===== config.mk =====
export PLATFORM = sky130hd
export DESIGN_NAME = demux_scan_driver
export DESIGN_NICKNAME = d
export VERILOG_FILES = /design/src/rtl/demux_pkg.sv /design/src/rtl/demux_next_channel.sv /design/src/rtl/demux_scan_driver.sv
export SDC_FILE = /design/constraint.sdc
export NUM_CORES = 1
export LEC_CHECK = 0
export CORE_UTILIZATION = 45
export DETAILED_ROUTE_END_ITERATION = 8
export PLACE_DENSITY = 0.66
export RECOVER_POWER = 25
export SYNTH_ARGS = -nofsm -noshare
export SYNTH_HDL_FRONTEND = slang
export SYNTH_SLANG_ARGS = --single-unit

===== constraint.sdc =====
create_clock -name clk -period 4.4 [get_ports clk]
set_clock_uncertainty 0.15 [all_clocks]
set_input_delay 0.66 -clock clk [delete_from_list [all_inputs] [get_ports clk]]
set_output_delay 0.66 -clock clk [all_outputs]
set_load 0.01 [all_outputs]

===== src/rtl/demux_pkg.sv =====
// Shared definitions for the demux scan driver.
//   NUM_CH       - number of demux output channels
//   SEL_W        - width of the channel select
//   CNT_W        - width of the dwell counter (covers DWELL_CYCLES up to 255)
//   scan_state_t - scan FSM state encoding
package demux_pkg;

    localparam int unsigned NUM_CH = 16;
    localparam int unsigned SEL_W  = 4;
    localparam int unsigned CNT_W  = 8;

    typedef enum logic [0:0] {
        IDLE,
        SCAN
    } scan_state_t;

endpackage


===== src/rtl/demux_next_channel.sv =====
// Combinational priority finder for the next enabled channel.
//   mask      in  NUM_CH : channel-enable mask
//   cur       in  SEL_W  : current channel
//   from_none in  1      : 1 = ignore cur and return the lowest set bit
//   next_ch   out SEL_W  : lowest set index strictly above cur (or lowest overall)
//   found     out 1      : a qualifying set bit exists
module demux_next_channel
    import demux_pkg::*;
(
    input  logic [NUM_CH-1:0] mask,
    input  logic [SEL_W-1:0]  cur,
    input  logic              from_none,
    output logic [SEL_W-1:0]  next_ch,
    output logic              found
);

    // Scan from the top down so the last hit is the lowest qualifying index.
    always_comb begin
        next_ch = '0;
        found   = 1'b0;
        for (int i = NUM_CH - 1; i >= 0; i--) begin
            if (mask[i] && (from_none || (i > int'(cur)))) begin
                next_ch = SEL_W'(i);
                found   = 1'b1;
            end
        end
    end

endmodule


===== src/rtl/demux_scan_driver.sv =====
// Sequencer for the 1-to-16 demux: accepts a data word and channel mask, then
// walks the enabled channels in ascending order, holding each for DWELL_CYCLES.
//   clk          in  1  : clock
//   rst          in  1  : synchronous active-high reset
//   in_valid     in  1  : upstream word available
//   in_ready     out 1  : word can be accepted this cycle
//   in_data      in  16 : bit k goes to demux output k
//   in_mask      in  16 : bit k enables channel k
//   sel          out 4  : demux channel select
//   din          out 1  : demux data bit
//   active       out 1  : sel/din valid this cycle
//   frame_start  out 1  : first active cycle of a frame
//   frame_done   out 1  : cycle after the last active cycle
module demux_scan_driver
    import demux_pkg::*;
#(
    parameter int unsigned DWELL_CYCLES = 1  // legal range 1..255
) (
    input  logic              clk,
    input  logic              rst,
    input  logic              in_valid,
    output logic              in_ready,
    input  logic [NUM_CH-1:0] in_data,
    input  logic [NUM_CH-1:0] in_mask,
    output logic [SEL_W-1:0]  sel,
    output logic              din,
    output logic              active,
    output logic              frame_start,
    output logic              frame_done
);

    localparam logic [CNT_W-1:0] DWELL_LAST = CNT_W'(DWELL_CYCLES - 1);

    scan_state_t       state_q, state_d;
    logic [NUM_CH-1:0] data_q, data_d;
    logic [NUM_CH-1:0] mask_q, mask_d;
    logic [SEL_W-1:0]  ch_q, ch_d;
    logic [CNT_W-1:0]  cnt_q, cnt_d;
    logic [SEL_W-1:0]  sel_q, sel_d;
    logic              din_q, din_d;
    logic              active_q, active_d;
    logic              start_q, start_d;
    logic              done_q, done_d;

    logic [SEL_W-1:0]  first_ch;
    logic              first_found;
    logic [SEL_W-1:0]  next_ch;
    logic              next_found;

    // First channel is searched on the incoming mask so SCAN starts right after accept.
    demux_next_channel u_first (
        .mask      (in_mask),
        .cur       ('0),
        .from_none (1'b1),
        .next_ch   (first_ch),
        .found     (first_found)
    );

    demux_next_channel u_next (
        .mask      (mask_q),
        .cur       (ch_q),
        .from_none (1'b0),
        .next_ch   (next_ch),
        .found     (next_found)
    );

    always_comb begin
        in_ready = (state_q == IDLE) && !rst;
    end

    always_comb begin
        state_d  = state_q;
        data_d   = data_q;
        mask_d   = mask_q;
        ch_d     = ch_q;
        cnt_d    = cnt_q;
        sel_d    = '0;
        din_d    = 1'b0;
        active_d = 1'b0;
        start_d  = 1'b0;
        done_d   = 1'b0;

        unique case (state_q)
            IDLE: begin
                if (in_valid && in_ready) begin
                    data_d = in_data;
                    mask_d = in_mask;
                    if (first_found) begin
                        state_d  = SCAN;
                        ch_d     = first_ch;
                        cnt_d    = '0;
                        sel_d    = first_ch;
                        din_d    = in_data[first_ch];
                        active_d = 1'b1;
                        start_d  = 1'b1;
                    end else begin
                        // Empty frame: report completion without any active cycle.
                        done_d = 1'b1;
                    end
                end
            end
            SCAN: begin
                if (cnt_q == DWELL_LAST) begin
                    if (next_found) begin
                        ch_d     = next_ch;
                        cnt_d    = '0;
                        sel_d    = next_ch;
                        din_d    = data_q[next_ch];
                        active_d = 1'b1;
                    end else begin
                        state_d = IDLE;
                        done_d  = 1'b1;
                    end
                end else begin
                    cnt_d    = cnt_q + 8'd1;
                    sel_d    = ch_q;
                    din_d    = data_q[ch_q];
                    active_d = 1'b1;
                end
            end
            default: state_d = IDLE;
        endcase
    end

    always_ff @(posedge clk) begin
        if (rst) begin
            state_q  <= IDLE;
            data_q   <= '0;
            mask_q   <= '0;
            ch_q     <= '0;
            cnt_q    <= '0;
            sel_q    <= '0;
            din_q    <= 1'b0;
            active_q <= 1'b0;
            start_q  <= 1'b0;
            done_q   <= 1'b0;
        end else begin
            state_q  <= state_d;
            data_q   <= data_d;
            mask_q   <= mask_d;
            ch_q     <= ch_d;
            cnt_q    <= cnt_d;
            sel_q    <= sel_d;
            din_q    <= din_d;
            active_q <= active_d;
            start_q  <= start_d;
            done_q   <= done_d;
        end
    end

    assign sel         = sel_q;
    assign din         = din_q;
    assign active      = active_q;
    assign frame_start = start_q;
    assign frame_done  = done_q;

endmodule


# Word level (Yosys, flattened, before mapping)
# Cells that the tools add are included.
# classes
add_sub_neg,1
mul,0
div_mod_pow,0
order_cmp,18
eq_ne,5
shift,0
n_mux,98
bitwise_logic,1
n_reduce_logical,23
# op_table
op,count
$mux 4,39
$mux 1,46
$gt 4x4->1 const A,8
$mux 8,4
$logic_and 1x1->1,17
$gt 3x4->1 const A,4
$pmux 4 s2,2
$pmux 8 s2,1
$lt 4x5->1 const B,3
$bmux 1 s4,3
$add 8x1->8 const B,1
$gt 2x4->1 const A,2
$logic_not 8->1,1
$ne 2x1->1 const B,3
$pmux 1 s2,3
$gt 1x4->1 const A,1
$reduce_and 4->1,1
$ne 3x3->1 const B,1
$reduce_and 3->1,1
$ne 2x2->1 const B,1
$reduce_and 2->1,1
$reduce_or 2->1,1
$logic_not 1->1,1
$not 1->1,1
# totals
register_bits,52
latch_bits,0
ramBits,0
mem_bits_ro,0
in_bits,35
output_inout_bits,9
elab_cells,155
memories,0

# Depth between registers and ports, before layout
# logic_depth
word_depth,22
depth_mapped,11
ltp_nobuf,10

# Modules after synthesis
# A second synthesis with hierarchy kept.
# unflattened
hier_cells,447
hier_area_um2,3523.4
# modules_own_cells
mod,n_inst,cells_per_inst,area_per_inst_um2,seq_area_each_um2
demux_scan_driver,1,283,2487.4,1041.0
demux_next_channel,2,82,518.0,0.0

# Worst setup path after synthesis
# No wires, ideal clock.
# synth_timing
kind,input -> register
startpoint,in in_mask[2]
endpoint,"reg din_q, in the netlist din"
setup_ps,130
arrival_time_ps,2463
required_time_ps,4120
slack_ps,1657
stages,10
n_path_buf,1
path_cell_list,nor3_1 > o21ai_0 > a211oi_1 > or2_2 > clkbuf_1 > mux2_2 > nor3_1 > nor3_1 > a311oi_1 > a31oi_1
# synth_between
elab_chain_cells,8
elab_cells_between_ends,11
cone_classes,mux (11)
# synth_lines
element,line_no,rtl
"start, declared",demux_scan_driver.sv:24,"input logic [NUM_CH-1:0] in_mask,"
$mux 4 (3 in series),demux_next_channel.sv:22,if (mask[i] && (from_none || (i > int'(cur)))) begin
$bmux 1 s4,demux_scan_driver.sv:93,din_d = in_data[first_ch];
$mux 1 (implied by the code),demux_scan_driver.sv:93,
$mux 1 *,demux_scan_driver.sv:88,if (first_found) begin
$mux 1 *,demux_scan_driver.sv:85,if (in_valid && in_ready) begin
$pmux 1 s2 *,demux_scan_driver.sv:83,unique case (state_q)
"end signal, assigned",demux_scan_driver.sv:144,din_q <= din_d;
"end, declared",demux_scan_driver.sv:40,"logic din_q, din_d;"
# Mark *: on every way between the ends. The rest lies on a longest branch, timed or not. The select of a mux whose other input is x is not followed.
# A chain may end at the register's enable or synchronous reset.

# Worst setup path after layout
# layout_timing
startpoint,in rst
endpoint,reg mask_q[10]
# layout_between
elab_chain_cells,4
# layout_lines
element,line_no,rtl
"start, declared",demux_scan_driver.sv:20,"input logic rst,"
$logic_not 1->1,demux_scan_driver.sv:68,in_ready = (state_q == IDLE) && !rst;
$logic_and 1x1->1,demux_scan_driver.sv:68,
$logic_and 1x1->1,demux_scan_driver.sv:85,
$reduce_and 2->1 (no line),n/a,
"end signal, assigned",demux_scan_driver.sv:140,mask_q <= mask_d;
"end, declared",demux_scan_driver.sv:36,"logic [NUM_CH-1:0] mask_q, mask_d;"
# Parallel ways exist; a longest one is shown, timed or not.

==> run metrics <==
Tmin final about 3.5 ns; Max-slew headroom -50.5%; cts hold-fix bufs 0; Die W 85.3 microns; Via density between 5 and 6; vias in the first global route approximately 2800; Static Leak around 1.3 nW; Critical R2R Capture mask_q[10]; Post-Route WL a little under 8 mm; Worst EP required ~4.5 ns; Layout area overhead 17.3%; mux cell area share after synthesis 8.81%; Avg Cell Area, Syn between 7 and 8 sq um; most frequent cell after synthesis dfxtp_1; Period Utilization, post-route between 70 and 80%; sequential fraction of the synthesis area approximately 33%; Critical Path AT 3.54 ns; CTS Buffer Depth 2; first-pass GRT wire length approximately 13 mm; crit path buf inv count 2; largest net degree at the start of global routing 64; Synth area leaders dfxtp_1 (33%), nand2b_1 (7.4%), nand2_1 (5.9%); post-DP HPWL about 5.7 mm; final hold slack roughly 0.34 ns; Post-CTS Setup Bufs 0; top cell type's share of synthesized area about 33%; Die Y roughly 85 microns; CP Cell Sequence clkdlybuf4s50_1 -> nor2_1 -> and2_2 -> clkbuf_1 -> nand2_1 -> o21ai_0; fillcell total 670; Cell Rows 30; Total Power ~1.1 mW; asr flop ratio synth 0%; hold_sp mask_q[1]; MaxCap Viol Count 1; Mapped Cells 396; Setup TNS Final 0 ns; Boundary Pins 44; nets around 460; CP peak stage delay 1.59 ns; initial antenna violation count 0; Clock Latency Late Sink 0.31 ns; GR Util All Layers between 20% and 30%; EDFF count, synth 0; worst reg2reg setup slack around 1.2 ns; simple-gate share of the synthesized area between 20% and 30%; routability-driven placement congestion ratio between 0.8 and 0.9; # setup viols final 0; mapped cell area 3130 sq um; CTS Root Cell clkbuf_8; GRT overflow 0; antenna-violating nets left 0; Hold Fails Final Rpt 0; Post-synth top cells dfxtp_1 (51), nand2_1 (49), nand2b_1 (37); R2R Path Start active; Crit path max-delay family buffers and inverters; CP Capture Type register; CTS buffer count 5; Worst Hold Path EP mask_q[1]; Ys Warns 0; RSZ-0062 raised after global routing false; Crit-path slowest cell clkbuf_1; multi-input logic area ~1900 sq um; die area 7280 sq um; WL/cell approximately 15 microns; syn nets between 400 and 500; post-CTS sizing 0; synth unique cells approximately 60; share of layout cells above drive strength 1 ~6.8%; type of the worst setup path input pin to register; clock-pin slew on the worst setup and hold paths about 0.09 ns; worst reg-to-reg path cell count 5; failing checks max-capacitance violations, max-slew violations; Hold Path Class register to register; H-tree levels 2; Worst Max-Slew Pin Slew 2.26 ns; DRC Markers 0; startpoint types input pin; Slew Viols, Final between 60 and 70; Via Count just under 3000; area leader, netlist dfxtp_1; Num Clock Sinks between 50 and 60; Post-Synth Adder-Cell Area 0.801%; post-synthesis register bit count 51; core area around 6800 sq um; worst-path fanout max between 60 and 70; IO Port Bufs 43; initial drt markers 222; main flop type after synthesis dfxtp_1; Initial DRT Pass Iterations 4; Hold Path Depth 2; diode count 0; XOR/XNOR share of the synthesized area about 1.1%; Peak VDD IR 0.163 mV; register area 1020 sq um; power per cell area 309 nW/um^2; status finished, violations left; initial core utilization a little under half; Synth Area in Compound Gates 21.6%; main combinational cell family by area after synthesis simple AND/OR/NAND/NOR gates; CTS tree built; fmax roughly 0.29 GHz
worst max-delay path by stage:
stage / startpoint / end / slack, ns / cells after the start
after global routing: rst / mask_q[11] / 0.57 / 5
after floorplan: in_mask[2] / din / 1.66 / 10
after global placement: in_mask[2] / din / 0.86 / 10
final: rst / mask_q[10] / 0.92 / 6
after CTS: ch_q[1] / din / 1.16 / 9
after detailed placement: in_mask[2] / din / 0.93 / 10
placed cells by master, fill, tap and decap left out, drive strengths merged, types with 4 or more instances in the layout:
| cell | n |
|---|---|
| dfxtp | 51 |
| nand2 | 49 |
| nand2b | 37 |
| clkdlybuf4s50 | 36 |
| o21ai | 36 |
| nor2 | 34 |
| a21oi | 17 |
| mux2i | 14 |
| inv | 10 |
| nand3 | 9 |
| nor3 | 8 |
| a211oi | 8 |
| nor2b | 7 |
| dlygate4sd3 | 7 |
| clkbuf | 7 |
| o31ai | 6 |
| a31oi | 6 |
| nand4 | 6 |
| mux4 | 5 |
| and2 | 5 |
| nor4 | 5 |
| and3 | 4 |
| or4 | 4 |
| xor2 | 4 |
| buf | 4 |
stage by stage:
stage / area (sq um) / setup slack (ns) / utilization (%) / cells
6_report: 3660 / 0.920 / 54.2 / 507
5_1_grt: 3660 / 0.569 / 54.2 / 507
4_1_cts: 3670 / 1.16 / 54.3 / 507
3_5_place_dp: 3570 / 0.935 / 52.8 / 499
3_3_place_gp: 3570 / 0.864 / 52.8 / 499
2_1_floorplan: 3130 / 1.66 / - / 396
report_power, final:
part	leakage, nW	switching [mW]	internal [mW]
registers	0.418	0.0443	0.492
logic	0.848	0.161	0.145
clock network	0.0474	0.162	0.129
total	1.31	0.368	0.766
state kept, by name (all words and copies together) (netlist names):
name / cells
cnt_q: 8
ch_q: 4
frame_start: 1
mask_q: 15
data_q: 16
active: 1
din: 1
sel: 4
frame_done: 1
per-layer routing:
layer | share of wire (%) | GRT usage (%) | up-vias
met2 | 45 | 36.1 | 82
met1 | 48 | 31.7 | 1358
li1 | - | - | 1477
met3 | 5.3 | 3.60 | 14
met5 | 0 | 0 | -
met4 | 1.7 | 6.82 | 0
worst register-to-register path, stage by stage, from the launching register on:
cell and delay [ns]:
dfxtp_1 0.46, nor2_1 0.28, and2_2 0.20, clkbuf_1 1.59, nand2_1 0.30, o21ai_0 0.16
logic make-up (layout without fill, tap and decap cells):
group	Yosys count	after routing
and+or+nand+nor	180	180
buffers and inverters	35	66
DFF	51	51
AOI/OAI and AO/OA	103	103
muxes	21	21
xor gates and xnor gates	4	4
adders and majority gates	2	2
cell type report:
cell class              instances  share of cell area [%]
clock buffers                   6                    2.25
clock inverters                 2                   0.444
inverters                      10                    1.02
multi-input cells             310                    53.0
flip-flops and latches         51                    27.9
well taps                      80                    2.73
repair buffers                 48                    12.7
No activity file was read; power rests on OpenSTA's default activity.
